### src/rtl/morse_number_sequencer.sv
// Target-number generator for the Morse game.
// A free-running LFSR supplies candidates. Each draw rejects values that are
// above the selected range or that repeat the previous accepted number.
// After MAX_TRIES rejected candidates the draw falls back to 0.
// The result is offered with a valid/ack handshake, and acknowledged rounds
// are counted in a saturating counter.
module morse_number_sequencer #(
   parameter int               WIDTH     = 4,
   parameter int               EASY_MAX  = 9,
   parameter int               HARD_MAX  = 14,
   parameter logic [WIDTH-1:0] TAPS      = 4'b1100,
   parameter logic [WIDTH-1:0] SEED      = 4'b0001,
   parameter int               MAX_TRIES = 8
) (
   input  logic             clk,
   input  logic             rst,
   input  logic             next_req,
   input  logic             hard_mode,
   input  logic             ack,
   output logic [WIDTH-1:0] number,
   output logic             number_valid,
   output logic             busy,
   output logic             fallback,
   output logic [7:0]       round_cnt
);

   // An all-zero seed would lock the LFSR up, so it is forced to 1.
   localparam logic [WIDTH-1:0] SEED_EFF = (SEED == '0) ? WIDTH'(1) : SEED;
   localparam logic [WIDTH-1:0] EASY_LIM = WIDTH'(EASY_MAX);
   localparam logic [WIDTH-1:0] HARD_LIM = WIDTH'(HARD_MAX);
   localparam int               TRY_W    = (MAX_TRIES > 1) ? $clog2(MAX_TRIES) : 1;
   localparam logic [TRY_W-1:0] LAST_TRY = TRY_W'(MAX_TRIES - 1);

   typedef enum logic [1:0] {
      IDLE,
      DRAW,
      PRESENT
   } state_t;

   state_t           state;
   logic [WIDTH-1:0] lfsr;
   logic [WIDTH-1:0] max_lim;
   logic [WIDTH-1:0] prev;
   logic             prev_valid;
   logic [TRY_W-1:0] try_cnt;
   logic             accept;

   // A candidate is the LFSR value before its update on this edge.
   assign accept = (lfsr <= max_lim) && !(prev_valid && (lfsr == prev));

   // The LFSR advances on every cycle in every state, so the phase at which a
   // draw begins depends on how long the game sat idle.
   always_ff @(posedge clk or posedge rst) begin
      if (rst) begin
         lfsr <= SEED_EFF;
      end else begin
         lfsr <= {lfsr[WIDTH-2:0], ^(lfsr & TAPS)};
      end
   end

   // Round FSM: IDLE -> DRAW -> PRESENT -> IDLE, with all outputs registered.
   always_ff @(posedge clk or posedge rst) begin
      if (rst) begin
         state        <= IDLE;
         number       <= '0;
         number_valid <= 1'b0;
         busy         <= 1'b0;
         fallback     <= 1'b0;
         round_cnt    <= 8'd0;
         max_lim      <= '0;
         prev         <= '0;
         prev_valid   <= 1'b0;
         try_cnt      <= '0;
      end else begin
         case (state)
            IDLE: begin
               if (next_req) begin
                  max_lim <= hard_mode ? HARD_LIM : EASY_LIM;
                  try_cnt <= '0;
                  busy    <= 1'b1;
                  state   <= DRAW;
               end
            end
            DRAW: begin
               if (accept) begin
                  number       <= lfsr;
                  prev         <= lfsr;
                  prev_valid   <= 1'b1;
                  fallback     <= 1'b0;
                  busy         <= 1'b0;
                  number_valid <= 1'b1;
                  state        <= PRESENT;
               end else if (try_cnt == LAST_TRY) begin
                  // The fallback value does not become the new "previous"
                  // number, and it is exempt from the no-repeat rule.
                  number       <= '0;
                  fallback     <= 1'b1;
                  busy         <= 1'b0;
                  number_valid <= 1'b1;
                  state        <= PRESENT;
               end else begin
                  try_cnt <= try_cnt + 1'b1;
               end
            end
            PRESENT: begin
               // next_req is deliberately ignored here; requests count only in IDLE.
               if (ack) begin
                  number_valid <= 1'b0;
                  fallback     <= 1'b0;
                  if (round_cnt != 8'hFF) begin
                     round_cnt <= round_cnt + 8'd1;
                  end
                  state <= IDLE;
               end
            end
            default: begin
               state <= IDLE;
            end
         endcase
      end
   end

endmodule

### config.mk
export PLATFORM = sky130hd
export DESIGN_NAME = morse_number_sequencer
export DESIGN_NICKNAME = d
export VERILOG_FILES = /design/src/rtl/morse_number_sequencer.sv
export SDC_FILE = /design/constraint.sdc
export NUM_CORES = 1
export LEC_CHECK = 0
export BUFFER_PORTS_ARGS = -buffer_cell sky130_fd_sc_hd__buf_2
export CORE_UTILIZATION = 49
export DETAILED_ROUTE_END_ITERATION = 7
export PLACE_DENSITY_LB_ADDON = 0.2
export SETUP_SLACK_MARGIN = 0.5
export SLEW_MARGIN = 15
export SYNTH_ARGS = -nofsm -noshare
export SYNTH_HDL_FRONTEND = slang
export SYNTH_SLANG_ARGS = --single-unit
### constraint.sdc
create_clock -name clk -period 4.5 [get_ports clk]
set_clock_uncertainty 0.1 [all_clocks]
set_input_delay 0.45 -clock clk [delete_from_list [all_inputs] [get_ports clk]]
set_output_delay 0.45 -clock clk [all_outputs]
set_load 0.005 [all_outputs]
==> results of run 1 <==
flip-flops by register name, indices dropped and copies added (netlist names):
register and flops:
state 2, try_cnt 3, busy 1, prev 4, prev_valid 1, max_lim 3, number_valid 1, round_cnt 8
fallback 1, lfsr 4, number 4
layer usage:
layer  global-route usage [%]  share of wire (%)  vias to the layer above
met4                     9.76                2.7                        0
met1                     24.6                 46                      484
met3                     6.22                4.2                        8
met2                     27.1                 47                       22
li1                         -                  -                      481
met5                        0                  0                        -
power breakdown:
group          internal, mW  total, mW  switching (mW)
Combinational        0.0991      0.220           0.121
Clock                 0.116      0.212          0.0960
Sequential            0.338      0.377          0.0394
Total                 0.553      0.809           0.256
cell type report:
type                            instances  area [sq um]  area share [%]
Sequential cell                        32           802            48.1
Multi-Input combinational cell         83           619            37.1
Timing Repair Buffer                   20           103            6.15
Clock buffer                            6          41.3            2.47
Tap cell                               31          38.8            2.32
Clock inverter                          2          35.0            2.10
Inverter                                8          30.0            1.80
kinds of logic (layout without fill, tap and decap cells):
group,after synthesis,count (layout),share of synthesized area [%]
AOI/OAI and AO/OA,19,19,10.9
xor gates and xnor gates,12,12,7.24
adders and majority gates,7,7,6.03
buffers and inverters,8,36,2.07
DFF,32,32,55.3
muxes,7,7,5.09
and+or+nand+nor,38,38,13.4
cell usage after synthesis (all sizes together):
master / n
a22oi: 1
dfrtp: 31
and2: 1
nor2b: 2
dfstp: 1
nand3: 4
a21o: 2
nand2: 15
a21oi: 1
and3: 3
nor3b: 1
o21a: 3
a22o: 2
o22ai: 1
nand4: 3
xnor2: 9
nand2b: 3
a221o: 1
and4: 1
o21ai: 7
xor2: 3
nand3b: 1
ha: 7
a2111oi: 1
mux2: 3
inv: 8
mux2i: 4
nor2: 4
final timing paths:
kind                            slack (ns)          to  depth (start not counted)
worst min register to register        0.34     lfsr[1]                          0
worst max register to register        2.29     prev[3]                          6
min in group clk                      0.25  max_lim[2]                          3
worst max-delay path                  2.29     prev[3]                          6
worst min-delay path                  0.08     prev[3]                          3
max in group asynchronous             3.91     lfsr[0]                          3
worst reg2reg max path: stages, from the launching register on:
cell     delay [ns]
dfstp_2        0.58
inv_1          0.06
ha_1           0.28
nand4_1        0.08
o21ai_0        0.12
o21ai_0        0.48
mux2_2         0.40
metrics by stage:
step | util (%) | hold slack [ns] | std cells | power [mW] | setup WS, ns
CTS | 60.0 | 0.0808 | 182 | 0.822 | 2.27
detailed placement | 57.3 | 0.323 | 174 | 0.605 | 2.28
global route | 60.0 | 0.107 | 182 | 0.870 | 2.17
finish | 60.0 | 0.0778 | 182 | 0.809 | 2.29
global placement | 57.3 | 0.314 | 174 | 0.593 | 2.39
floorplan | - | 0.310 | 123 | 0.539 | 2.49
==> impl_metrics.ini, run 1 <==
[sta]
min_period_over_period_pct = 49.1
rsz0062_at_grt = no
setup-tns-final_ns = 0
period_minus_slack_ns = 2.21
finalMaxSlewViolations = 0
hold_viol = 0
slew_headroom_pct = 62.7
max_clock_freq_ghz = 0.453
setup_viol = 0
worst_slew_pin_slew_ns = 0.553

[grt]
grt-ovfl-total = 0
antenna_found_initial = 0
grt_pass1_wl_mm = 4.44
grt_max_degree = 33
track_usage_pct = 18.6
grt_pass1_vias = 959

[route]
drt-wirelength-per-cell_um = 14.0
dr.first_iter.drc_count = 24
avgViaCountPerCell = 5.47
routed_wirelength_mm = 2.55
ant_nets = 0
via_count = 995
first_pass_iters = 4
drc = 0

[worst_setup_path]
startpoint = lfsr[0]
cp.arrival_ns = 2.33
critPathKind = reg2reg
critPathTopFamily = compound AO/OA/AOI/OAI gates
crit_fanout = 5
crit_path_top_delay_cell = dfstp_2
r2r-start = lfsr[0]
start_kind = flip-flop
crit_required_ns = 4.63
slowest_delay_ns = 0.58
path_cells = inv_1 -> ha_1 -> nand4_1 -> o21ai_0 -> o21ai_0 -> mux2_2
cpMostUsedCell = o21ai_0
end_kind = flip-flop
crit_buf_inv = 1

[clocking]
htreeDepth = 2
cts_buffers = 5
cts_tree = built
cts_setup_buffers = 0
clk_latency_ns = 0.33
hold_buffers = 0
cts_buffer_depth = 2
cts_repair_resize_count = 0
root_buffer = clkbuf_4
clk_pin_slew_ns = 0.10
cts_sinks = 32

[synth]
synthCells = 123
ys_types = 28
yosys_warnings = 0
synth_largest_area_cell = dfrtp_1
ys_seq_elements = 32
synth_area_leaders = dfrtp_1 (53%), ha_1 (6.0%), xnor2_1 (5.4%)
synth_top_area_share_pct = 53.4
synth.avg_cell_area_sq_um = 11.8
synth_area_sq_um = 1450
synth_nets = 135
synth_seq_area_share_pct = 55.3

[cells_and_area]
drive_gt1_share_pct = 23.8
final_area_sq_um = 1670
syn_to_final_growth_pct = 15.0
fin_nets = 162
mostFrequentLayoutCells = dfrtp_1 (31), buf_2 (19), nand2_1 (15)
fillers = 234
layout_commonest_cell = dfrtp_1
diodes = 0

[die]
dieHeight_um = 56.4
start_util_pct = 52.2
ios = 20
die_w_um = 56.4
coreArea_sq_um = 2780
die_area_sq_um = 3180
fp-row-count = 19

[place]
hpwl_mm = 1.85
dpl_cell_area_sq_um = 1590
port_buffers = 19
place_congestion = 0.769

[run]
cap_viol_max_count = 0

[pwr]
irDropWorstVdd_v = 0.000307
power_per_cell_area_nw_per_um2 = 485
total_leakage_power_nw = 0.867

[status]
outcome = finished, final reports clean

[hold_path]
hold_class = in2async
(Power assumes the default switching activity.)
==> inputs of run 2 (changes only) <==
--- a/config.mk
+++ b/config.mk
@@ -5,6 +5,7 @@
 export SDC_FILE = /design/constraint.sdc
 export NUM_CORES = 1
 export LEC_CHECK = 0
+export ABC_AREA = 1
 export BUFFER_PORTS_ARGS = -buffer_cell sky130_fd_sc_hd__buf_2
 export CORE_UTILIZATION = 49
 export DETAILED_ROUTE_END_ITERATION = 7
==> constraint.sdc (replaced) <==
create_clock -name clk -period 2.1 [get_ports clk]
set_clock_uncertainty 0.1 [all_clocks]
set_input_delay 0.21 -clock clk [delete_from_list [all_inputs] [get_ports clk]]
set_output_delay 0.21 -clock clk [all_outputs]
set_load 0.005 [all_outputs]
==> run 2 against run 1 <==
Against the previous run: register-to-register slack lost 1.9 ns; sequential power up 130%; final cell count grew 41%.
==> impl_metrics.ini, run 2 <==
[route]
ant_nets = 0
via_count = 1251
met3_length_um = 73
drc = 0
avgViaCountPerCell = 4.89
routed_wirelength_mm = 3.16
dr.first_iter.drc_count = 58
first_pass_iters = 4
wl_met1_mm = 1.32
met2_length_mm = 1.71
drt-wirelength-per-cell_um = 12.4
top_layer = met4

[status]
outcome = finished, final reports clean

[cells_and_area]
drive_gt1_share_pct = 37.7
syn_to_final_growth_pct = 32.9
largest_reg_flops = 8
fin_nets = 223
mostFrequentLayoutCells = nand2_1 (40), dfrtp_1 (30), inv_1 (21)
multi_input_area_sq_um = 790
fillers = 242
final-seq-area_sq_um = 803
diodes = 0
max_flop_register = round_cnt
final_area_sq_um = 2060
layout_commonest_cell = nand2_1

[pwr]
power_frac_seq_pct = 40.3
irDropWorstVdd_v = 0.000593
p_int_mw = 1.36
power_per_cell_area_nw_per_um2 = 1040
clock_power_share_pct = 21.4
p_sw_mw = 0.782
p_comb_share_pct = 38.3
switching_share_pct = 36.6
total_leakage_power_nw = 1.06

[synth]
synth_seq_area_share_pct = 51.8
synth_area_leaders = dfrtp_1 (50%), nand2_1 (12%), inv_1 (6.8%)
ys_types = 22
synth_ff_type = dfrtp_1
synth_top_area_share_pct = 50.1
async_reset_ff_share_pct = 100
synthCells = 171
synth_largest_area_cell = dfrtp_1
synth_edf_count = 0
ys_seq_elements = 32
yosys-top-cells-count = nand2_1 (48), dfrtp_1 (31), inv_1 (28)
synth.avg_cell_area_sq_um = 9.05
yosysMostFrequentCell = nand2_1
yosys_warnings = 0
synth_area_sq_um = 1550
synth_nets = 183

[clocking]
cts_tree = built
root_buffer = clkbuf_4
clk_pin_slew_ns = 0.10
clk_latency_ns = 0.34
cts_buffers = 5
cts_buffer_depth = 2
htreeDepth = 2
cts_sinks = 32

[die]
die_w_um = 58.2
ios = 20
fp-row-count = 20
dieHeight_um = 58.2
coreArea_sq_um = 3030
die_area_sq_um = 3390
start_util_pct = 51.1

[worst_setup_path]
r2r-end = prev_valid
crit_path_top_delay_cell = dfstp_2
path_cells = inv_2 -> ha_4 -> inv_2 -> nand2_1 -> nand2_1 -> nand2_2 -> nand2_2 -> nand2_4 -> nand3_4 -> inv_8 -> or2_1
crit_fanout = 8
critPathTopFamily = simple AND/OR/NAND/NOR gates
crit_buf_inv = 3
cp.arrival_ns = 1.85
slowest_delay_ns = 0.55
rrSetupSlack_ns = 0.39
crit_required_ns = 2.23
end_kind = flip-flop
r2r-start = lfsr[0]
critPathKind = reg2reg
worst-r2r-cell-count = 11
start_kind = flip-flop

[run]
cap_viol_max_count = 0

[sta]
finalMaxSlewViolations = 0
setup-tns-final_ns = 0
worst_slew_pin_slew_ns = 0.403
setup_viol = 0
max_clock_freq_ghz = 0.584
min_period_over_period_pct = 81.5
slew_headroom_pct = 73.1
rsz0062_at_grt = yes
hold_viol = 0
period_minus_slack_ns = 1.71

[hold_path]
whs_path_depth = 3
hold_class = in2reg
holdPathEnd = max_lim[2]
hp-start = hard_mode

[grt]
grt-ovfl-total = 0
grt_max_degree = 33
antenna_found_initial = 0
track_usage_pct = 22.0
grt_pass1_vias = 1274
grt_pass1_wl_mm = 5.40

[place]
place_congestion = 0.753
port_buffers = 19
hpwl_mm = 2.03
dpl_cell_area_sq_um = 1690
run 2: what timing repair did:
action | 4_1_cts | 5_1_grt
setup endpoints to repair | 19 | 24
buffers inserted | 9 | 3
cloned | 2 | 0
hold buffers | 1 | 0
endpoints found under the hold margin | 31 | 0
pin swaps | 9 | 10
resized for setup | 24 | 25
run 2: cells by family (layout without fill, tap and decap cells):
logic type | count (synthesis) | count (layout) | synth area share, %
AND/OR/NAND/NOR | 79 | 81 | 24.4
flip-flops | 32 | 32 | 51.8
buffers and inverters | 32 | 71 | 8.73
AO/OA/AOI/OAI | 12 | 12 | 4.28
XOR/XNOR | 9 | 9 | 5.09
adder cells (fa/ha/maj) | 7 | 7 | 5.66
run 2: worst reg2reg max path: cells and delay by family, from the launching register on:
family | cells | cell delay, ns
simple gates | 7 | 0.66
flops | 1 | 0.55
buf+inv | 3 | 0.15
fa+ha+maj | 1 | 0.15
run 2: worst max path at each step:
stage          slack, ns          to       start  depth (start not counted)
2_1_floorplan       0.51  try_cnt[0]     lfsr[0]                         13
3_3_place_gp        0.29     prev[0]     lfsr[1]                         10
3_5_place_dp        0.26     prev[1]     lfsr[1]                         10
4_1_cts             0.42  prev_valid     lfsr[0]                         11
5_1_grt             0.32        busy  max_lim[2]                         11
6_report            0.39  prev_valid     lfsr[0]                         11
run 2: power groups by stage:
stage	combinational, mW	sequential [mW]	clock (mW)
after floorplan	0.446	0.857	0
after global placement	0.574	0.863	0
after detailed placement	0.592	0.868	0
after CTS	0.720	0.859	0.469
after global routing	0.923	0.879	0.492
final	0.820	0.863	0.457
run 2: area by class of cell:
class                      count  share of cell area [%]
clock buffer                   6                    2.01
clock inverter                 2                    1.70
inverter                      30                    5.96
multi-input combinational    109                    38.4
sequential                    32                    39.1
tap                           44                    2.68
timing repair buffer          33                    10.2
run 2: per-layer routing:
layer / up-vias / GRT usage [%]
met2: 20 / 40.7
met3: 8 / 4.91
met4: 0 / 12.6
met5: - / 0
li1: 626 / -
met1: 597 / 22.5
run 2: per-stage QoR:
stage	instances	setup slack [ns]	hold WS (ns)	util, %	total power [mW]
6_report	256	0.388	0.00829	67.9	2.14
5_1_grt	256	0.317	0.00730	67.9	2.29
4_1_cts	253	0.416	0.000201	64.1	2.05
3_5_place_dp	233	0.255	0.214	55.7	1.46
3_3_place_gp	233	0.290	0.207	55.7	1.44
2_1_floorplan	171	0.512	0.225	-	1.30
